[src/rtl/seq_divider_8_pkg.sv]
// Shared widths, counter sizing and FSM encodings for the sequential sign-magnitude divider.
// Imported by the divider interface, the step slice and the divider top.
package calc_div_pkg;

    localparam int DIVIDEND_W = 16;
    localparam int DIVISOR_W  = 8;
    localparam int CNT_W      = $clog2(DIVIDEND_W + 1);

    typedef logic [1:0] state_t;

    localparam state_t ST_IDLE = 2'd0;
    localparam state_t ST_RUN  = 2'd1;
    localparam state_t ST_DONE = 2'd2;

    typedef logic [DIVIDEND_W-1:0] quo_t;
    typedef logic [DIVISOR_W-1:0]  dvs_t;
    typedef logic [DIVISOR_W:0]    prem_t;

    // Sign of a magnitude result: a zero magnitude is never reported as negative.
    function automatic logic result_sign(input logic sign, input logic nonzero);
        return sign & nonzero;
    endfunction

endpackage

[src/rtl/seq_divider_8_if.sv]
// Start/done handshake and operand/result bus between the operation controller and the divider.
// The controller drives operands and start; the divider returns the results and status.
interface seq_divider_8_if;
    import calc_div_pkg::*;

    logic  start;
    quo_t  dividend;
    dvs_t  divisor;
    logic  Asign;
    logic  Bsign;
    quo_t  quotient;
    dvs_t  remainder;
    logic  negative;
    logic  rem_negative;
    logic  busy;
    logic  done;
    logic  div_by_zero;

    modport master (
        output start, dividend, divisor, Asign, Bsign,
        input  quotient, remainder, negative, rem_negative, busy, done, div_by_zero
    );

    modport slave (
        input  start, dividend, divisor, Asign, Bsign,
        output quotient, remainder, negative, rem_negative, busy, done, div_by_zero
    );

endinterface

[src/rtl/seq_divider_8_div_step.sv]
// One restoring-division step: shift in a dividend bit, trial-subtract, restore on borrow.
// Purely combinational; no handshake.
module div_step
    import calc_div_pkg::*;
(
    input  prem_t rem_i,
    input  logic  bit_i,
    input  dvs_t  divisor_i,
    output prem_t rem_o,
    output logic  q_o
);

    logic [DIVISOR_W+1:0] shifted;
    logic [DIVISOR_W+1:0] diff;

    assign shifted = {rem_i, bit_i};
    // Extra top bit acts as the borrow flag of the trial subtraction.
    assign diff    = shifted - {2'b00, divisor_i};
    assign q_o     = ~diff[DIVISOR_W+1];
    assign rem_o   = q_o ? diff[DIVISOR_W:0] : shifted[DIVISOR_W:0];

endmodule

[src/rtl/seq_divider_8.sv]
// Sequential restoring divider, one quotient bit per clock: done 17 cycles after start, 1 on divide-by-zero.
// start is only honoured in IDLE; requests while busy or in DONE are dropped, never queued.
module seq_divider_8
    import calc_div_pkg::*;
(
    input  logic                 clk,
    input  logic                 rst,
    seq_divider_8_if.slave       bus
);

    state_t            state_q, state_d;
    logic [CNT_W-1:0]  cnt_q, cnt_d;
    quo_t              dvd_q, dvd_d;
    dvs_t              dvs_q, dvs_d;
    prem_t             rem_q, rem_d;
    quo_t              quo_q, quo_d;
    logic              asign_q, asign_d;
    logic              bsign_q, bsign_d;

    quo_t              quotient_q, quotient_d;
    dvs_t              remainder_q, remainder_d;
    logic              neg_q, neg_d;
    logic              rem_neg_q, rem_neg_d;
    logic              done_q, done_d;
    logic              dbz_q, dbz_d;

    prem_t             step_rem;
    logic              step_q;
    quo_t              quo_next;

    div_step u_step (
        .rem_i     (rem_q),
        .bit_i     (dvd_q[DIVIDEND_W-1]),
        .divisor_i (dvs_q),
        .rem_o     (step_rem),
        .q_o       (step_q)
    );

    assign quo_next = {quo_q[DIVIDEND_W-2:0], step_q};

    always_comb begin
        state_d     = state_q;
        cnt_d       = cnt_q;
        dvd_d       = dvd_q;
        dvs_d       = dvs_q;
        rem_d       = rem_q;
        quo_d       = quo_q;
        asign_d     = asign_q;
        bsign_d     = bsign_q;
        quotient_d  = quotient_q;
        remainder_d = remainder_q;
        neg_d       = neg_q;
        rem_neg_d   = rem_neg_q;
        done_d      = 1'b0;
        dbz_d       = dbz_q;

        case (state_q)
            ST_IDLE: begin
                if (bus.start) begin
                    dvd_d   = bus.dividend;
                    dvs_d   = bus.divisor;
                    asign_d = bus.Asign;
                    bsign_d = bus.Bsign;
                    rem_d   = '0;
                    quo_d   = '0;
                    cnt_d   = CNT_W'(DIVIDEND_W);
                    dbz_d   = 1'b0;
                    if (bus.divisor == '0) begin
                        // Zero divisor skips the iteration and posts the saturated result.
                        state_d     = ST_DONE;
                        done_d      = 1'b1;
                        quotient_d  = '1;
                        remainder_d = '0;
                        neg_d       = 1'b0;
                        rem_neg_d   = 1'b0;
                        dbz_d       = 1'b1;
                    end else begin
                        state_d = ST_RUN;
                    end
                end
            end

            ST_RUN: begin
                rem_d = step_rem;
                dvd_d = {dvd_q[DIVIDEND_W-2:0], 1'b0};
                quo_d = quo_next;
                cnt_d = cnt_q - 1'b1;
                if (cnt_q == CNT_W'(1)) begin
                    state_d     = ST_DONE;
                    done_d      = 1'b1;
                    quotient_d  = quo_next;
                    remainder_d = step_rem[DIVISOR_W-1:0];
                    neg_d       = result_sign(asign_q ^ bsign_q, |quo_next);
                    rem_neg_d   = result_sign(asign_q, |step_rem[DIVISOR_W-1:0]);
                end
            end

            ST_DONE: begin
                state_d = ST_IDLE;
            end

            default: begin
                state_d = ST_IDLE;
            end
        endcase
    end

    always_ff @(posedge clk) begin
        if (rst) begin
            state_q     <= ST_IDLE;
            cnt_q       <= '0;
            dvd_q       <= '0;
            dvs_q       <= '0;
            rem_q       <= '0;
            quo_q       <= '0;
            asign_q     <= 1'b0;
            bsign_q     <= 1'b0;
            quotient_q  <= '0;
            remainder_q <= '0;
            neg_q       <= 1'b0;
            rem_neg_q   <= 1'b0;
            done_q      <= 1'b0;
            dbz_q       <= 1'b0;
        end else begin
            state_q     <= state_d;
            cnt_q       <= cnt_d;
            dvd_q       <= dvd_d;
            dvs_q       <= dvs_d;
            rem_q       <= rem_d;
            quo_q       <= quo_d;
            asign_q     <= asign_d;
            bsign_q     <= bsign_d;
            quotient_q  <= quotient_d;
            remainder_q <= remainder_d;
            neg_q       <= neg_d;
            rem_neg_q   <= rem_neg_d;
            done_q      <= done_d;
            dbz_q       <= dbz_d;
        end
    end

    assign bus.quotient     = quotient_q;
    assign bus.remainder    = remainder_q;
    assign bus.negative     = neg_q;
    assign bus.rem_negative = rem_neg_q;
    assign bus.busy         = (state_q == ST_RUN);
    assign bus.done         = done_q;
    assign bus.div_by_zero  = dbz_q;

endmodule

[src/flat_wrapper.sv]
// flat-port wrapper written by rule: the top's interface ports become plain ports
module seq_divider_8_flat import calc_div_pkg::*;
  (clk, rst, bus_start, bus_dividend, bus_divisor, bus_Asign, bus_Bsign, bus_quotient, bus_remainder, bus_negative, bus_rem_negative, bus_busy, bus_done, bus_div_by_zero);
  seq_divider_8_if bus_i ();
  input  logic clk;
  input  logic rst;
  input wire logic [$bits(bus_i.start)-1:0] bus_start;
  input wire logic [$bits(bus_i.dividend)-1:0] bus_dividend;
  input wire logic [$bits(bus_i.divisor)-1:0] bus_divisor;
  input wire logic [$bits(bus_i.Asign)-1:0] bus_Asign;
  input wire logic [$bits(bus_i.Bsign)-1:0] bus_Bsign;
  output wire logic [$bits(bus_i.quotient)-1:0] bus_quotient;
  output wire logic [$bits(bus_i.remainder)-1:0] bus_remainder;
  output wire logic [$bits(bus_i.negative)-1:0] bus_negative;
  output wire logic [$bits(bus_i.rem_negative)-1:0] bus_rem_negative;
  output wire logic [$bits(bus_i.busy)-1:0] bus_busy;
  output wire logic [$bits(bus_i.done)-1:0] bus_done;
  output wire logic [$bits(bus_i.div_by_zero)-1:0] bus_div_by_zero;
  assign bus_i.start = bus_start;
  assign bus_i.dividend = bus_dividend;
  assign bus_i.divisor = bus_divisor;
  assign bus_i.Asign = bus_Asign;
  assign bus_i.Bsign = bus_Bsign;
  assign bus_quotient = bus_i.quotient;
  assign bus_remainder = bus_i.remainder;
  assign bus_negative = bus_i.negative;
  assign bus_rem_negative = bus_i.rem_negative;
  assign bus_busy = bus_i.busy;
  assign bus_done = bus_i.done;
  assign bus_div_by_zero = bus_i.div_by_zero;
  seq_divider_8 u_core (.clk(clk), .rst(rst), .bus(bus_i));
endmodule
[config.mk]
export PLATFORM = sky130hd
export DESIGN_NAME = seq_divider_8_flat
export DESIGN_NICKNAME = d
export VERILOG_FILES = /design/src/rtl/seq_divider_8_pkg.sv /design/src/rtl/seq_divider_8_if.sv /design/src/rtl/seq_divider_8_div_step.sv /design/src/rtl/seq_divider_8.sv /design/src/flat_wrapper.sv
export SDC_FILE = /design/constraint.sdc
export NUM_CORES = 1
export LEC_CHECK = 0
export BUFFER_PORTS_ARGS = -buffer_cell sky130_fd_sc_hd__buf_2
export CAP_MARGIN = 5
export CORE_AREA = 5 5 96 107
export CTS_CLUSTER_SIZE = 24
export DETAILED_ROUTE_END_ITERATION = 8
export DIE_AREA = 0 0 101 112
export PLACE_DENSITY = 0.6
export SLEW_MARGIN = 20
export SYNTH_ARGS = -nofsm -noshare
export SYNTH_HDL_FRONTEND = slang
export SYNTH_HIERARCHICAL = 1
export SYNTH_SLANG_ARGS = --single-unit
[constraint.sdc]
create_clock -name clk -period 6.6 [get_ports clk]
set_input_delay 0.33 -clock clk [delete_from_list [all_inputs] [get_ports clk]]
set_output_delay 0.33 -clock clk [all_outputs]
set_load 0.02 [all_outputs]
==> summary.txt <==
Global route
  – GRT overflow: 0
  – Pin count of the biggest net entering global routing: 86
  – Vias in the first global route: 3361
  – First-pass GRT wire length: 16700 µm
  – Antenna violations before repair: 0
  – GR Util All Layers: 18.0%

Layout
  – Fin util: 48.6%
  – Commonest non-fill, non-tap cell in the layout: dfxtp_1
  – Final instance area: 4430 µm²
  – Antenna Cells: 0
  – Fraction of layout cells with a size suffix above 1: 18.0%
  – Commonest cells after routing, fill and taps aside: dfxtp_1, nor2_1, buf_2
  – Fillers: 915
  – Nets@finish: 545
  – Area delta synth->final: 11.9%

Routing
  – Pre-antenna DRT Iters: 4
  – Final WL: 9930 µm
  – DRT antenna net count: 0
  – Wirelength per Cell: 15.8 µm
  – DRT iter0 DRCs: 266
  – DRC Markers: 0
  – Via count: 3530
  – Number of vias per cell: 5.63

Clock tree
  – CTS clk-pin slew, worst paths: 90 ps
  – CTS Buf Count: 9
  – CTS tree: yes
  – Post-CTS Setup Inserts: 0
  – Post-cts gate resize count: 0
  – Worst skew pair latency: 350 ps
  – Clock tree buffer depth: 2
  – Sink Count: 85
  – Root buffer cell: clkbuf_8
  – Hold_buf cts: 0
  – H-Tree Level Count: 3

Logic synthesis
  – Leading area contributor after synthesis: dfxtp_1
  – Post-synthesis cell count: 471
  – Seq cells post-synth: 85
  – Ys Warns: 6
  – Top cell type's share of synthesized area: 43.0%
  – Net count after synthesis: 511
  – Synth top area cells: dfxtp_1, nor2_1, nor3_1
  – Post-Synthesis Cell Area: 3960 µm²
  – Number of flops mapped to enable cells by yosys: 0
  – Async SR Flop Fraction: 0%
  – Mean cell area of the mapped netlist: 8.40 µm²
  – Post-synth top flop: dfxtp_1
  – Seq/Total Area, Yosys: 43.0%
  – Unique cell type count in the Yosys netlist: 48

STA
  – Pins Over Slew Limit: 0
  – Final hold viol count: 0
  – Clk_skew: 13.1 ps
  – Slew HR: 28.5%
  – Crit path time final: 3670 ps
  – Final Setup Violations: 0
  – RSZ-0062 raised after global routing: no
  – Total negative slack: 0 ps
  – Maximum clock frequency: 0.273 GHz
  – Part of the cycle the worst path needs: 55.5%
  – Worst Tran Pin Value: 1070 ps

Floorplanning
  – Ports: 58
  – Num rows: 37
  – Chip width: 101 µm
  – Core box area: 9120 µm²
  – Die footprint: 11300 µm²
  – Vert. Die Dim: 112 µm
  – Initial Util: 43.4%

Setup path
  – Nature of the critical path startpoint: register
  – Critical Path AT: 3880 ps
  – Critical path peak fanout: 30
  – Worst EP required: 6820 ps
  – CP Class: reg -> reg
  – Crit. End Element: register

Run status
  – Status: finished, final reports clean

Place
  – DPL Wire Length: 6700 µm
  – Routability cong.: 0.800
  – Port-buffer cells: 57
  – Placed instance area: 4240 µm²

Power and ir drop
  – PwrDens: 277 nW/µm²
  – Static Leak: 1.76 nW
  – Peak supply drop: 146 µV

Worst hold path
  – Worst hold path type: in -> reg

Job
  – Max-cap check violation count: 0
## path summary, 6_finish.rpt
kind | endpoint | startpoint | slack, ps | depth (start not counted)
max | u_core/bus.quotient[10] | u_core/state_q[0] | 2930 | 5
min | u_core/asign_q | bus_Asign | 220 | 3
max reg2reg | u_core/bus.quotient[10] | u_core/state_q[0] | 2930 | 5
min reg2reg | u_core/bus.div_by_zero | u_core/bus.div_by_zero | 460 | 2
## cell usage after synthesis (6+ instances only)
cell       count
nor2_1        76
a21oi_1       28
clkbuf_1      22
xnor2_1        6
nand3_1       12
nand2b_1       6
inv_1         15
dfxtp_1       85
a2bb2oi_1     14
ha_1          10
mux2_2         6
nor4_1        25
nand2_1       30
nor3_1        47
buf_2          8
nand4_1        9
a22oi_1       26
## area by class of cell
cell class	instances	area [µm²]	area share (%)
clock inverter	6	47.5	1.07
clock buffer	10	138	3.11
timing repair buffer	59	300	6.78
tap	117	146	3.31
inverter	16	60.1	1.36
sequential	85	1700	38.4
multi-input combinational	334	2040	46.0
## per-layer routing
| metal | up-vias | part of all wire (%) | track usage (%) | routed length [µm] |
|---|---|---|---|---|
| met5 | - | 0 | 0 | 0 |
| met1 | 1675 | 46 | 24.5 | 4600 |
| li1 | 1773 | - | - | - |
| met4 | 0 | 1.5 | 7.00 | 145 |
| met3 | 11 | 3.6 | 2.69 | 358 |
| met2 | 71 | 49 | 28.6 | 4820 |
## logic make-up (layout without fill, tap and decap cells)
logic type,count (synthesis),after routing,synth area share [%]
simple gates,216,216,26.7
compound gates,90,90,16.6
flops,85,85,43.0
buf+inv,52,91,5.75
fa+ha+maj,11,11,3.67
xor+xnor,9,9,1.99
mux,8,8,2.21
## critical path: stages, from the launching register on
cell and delay [ps]:
dfxtp_1 1040, nand2b_1 340, inv_1 790, nand2_1 820
nor4_1 490, nor3_2 60
## registers in the layout, summed over array words and instances, names as in the netlist
name,flops
u_core/asign_q,1
u_core/bsign_q,1
u_core/bus.div_by_zero,1
u_core/bus.done,1
u_core/bus.negative,1
u_core/bus.quotient,16
u_core/bus.rem_negative,1
u_core/bus.remainder,8
u_core/cnt_q,5
u_core/dvd_q,16
u_core/dvs_q,8
u_core/quo_q,15
u_core/rem_q,9
u_core/state_q,2
## where the power goes
| part | switching (mW) | leakage, nW | internal (mW) |
|---|---|---|---|
| sequential | 0.0262 | 0.692 | 0.542 |
| clock | 0.193 | 0.0928 | 0.150 |
| combinational | 0.182 | 0.973 | 0.134 |
## through the flow
step | power [mW] | hold slack, ps | cells | worst slack (ps)
after floorplan | 0.821 | 436 | 471 | 3790
after global placement | 0.888 | 443 | 611 | 3080
after detailed placement | 0.894 | 445 | 611 | 3000
after CTS | 1.24 | 197 | 627 | 2990
after global routing | 1.30 | 211 | 627 | 2560
final | 1.23 | 217 | 627 | 2930
Power figures use the tool's default switching activity.
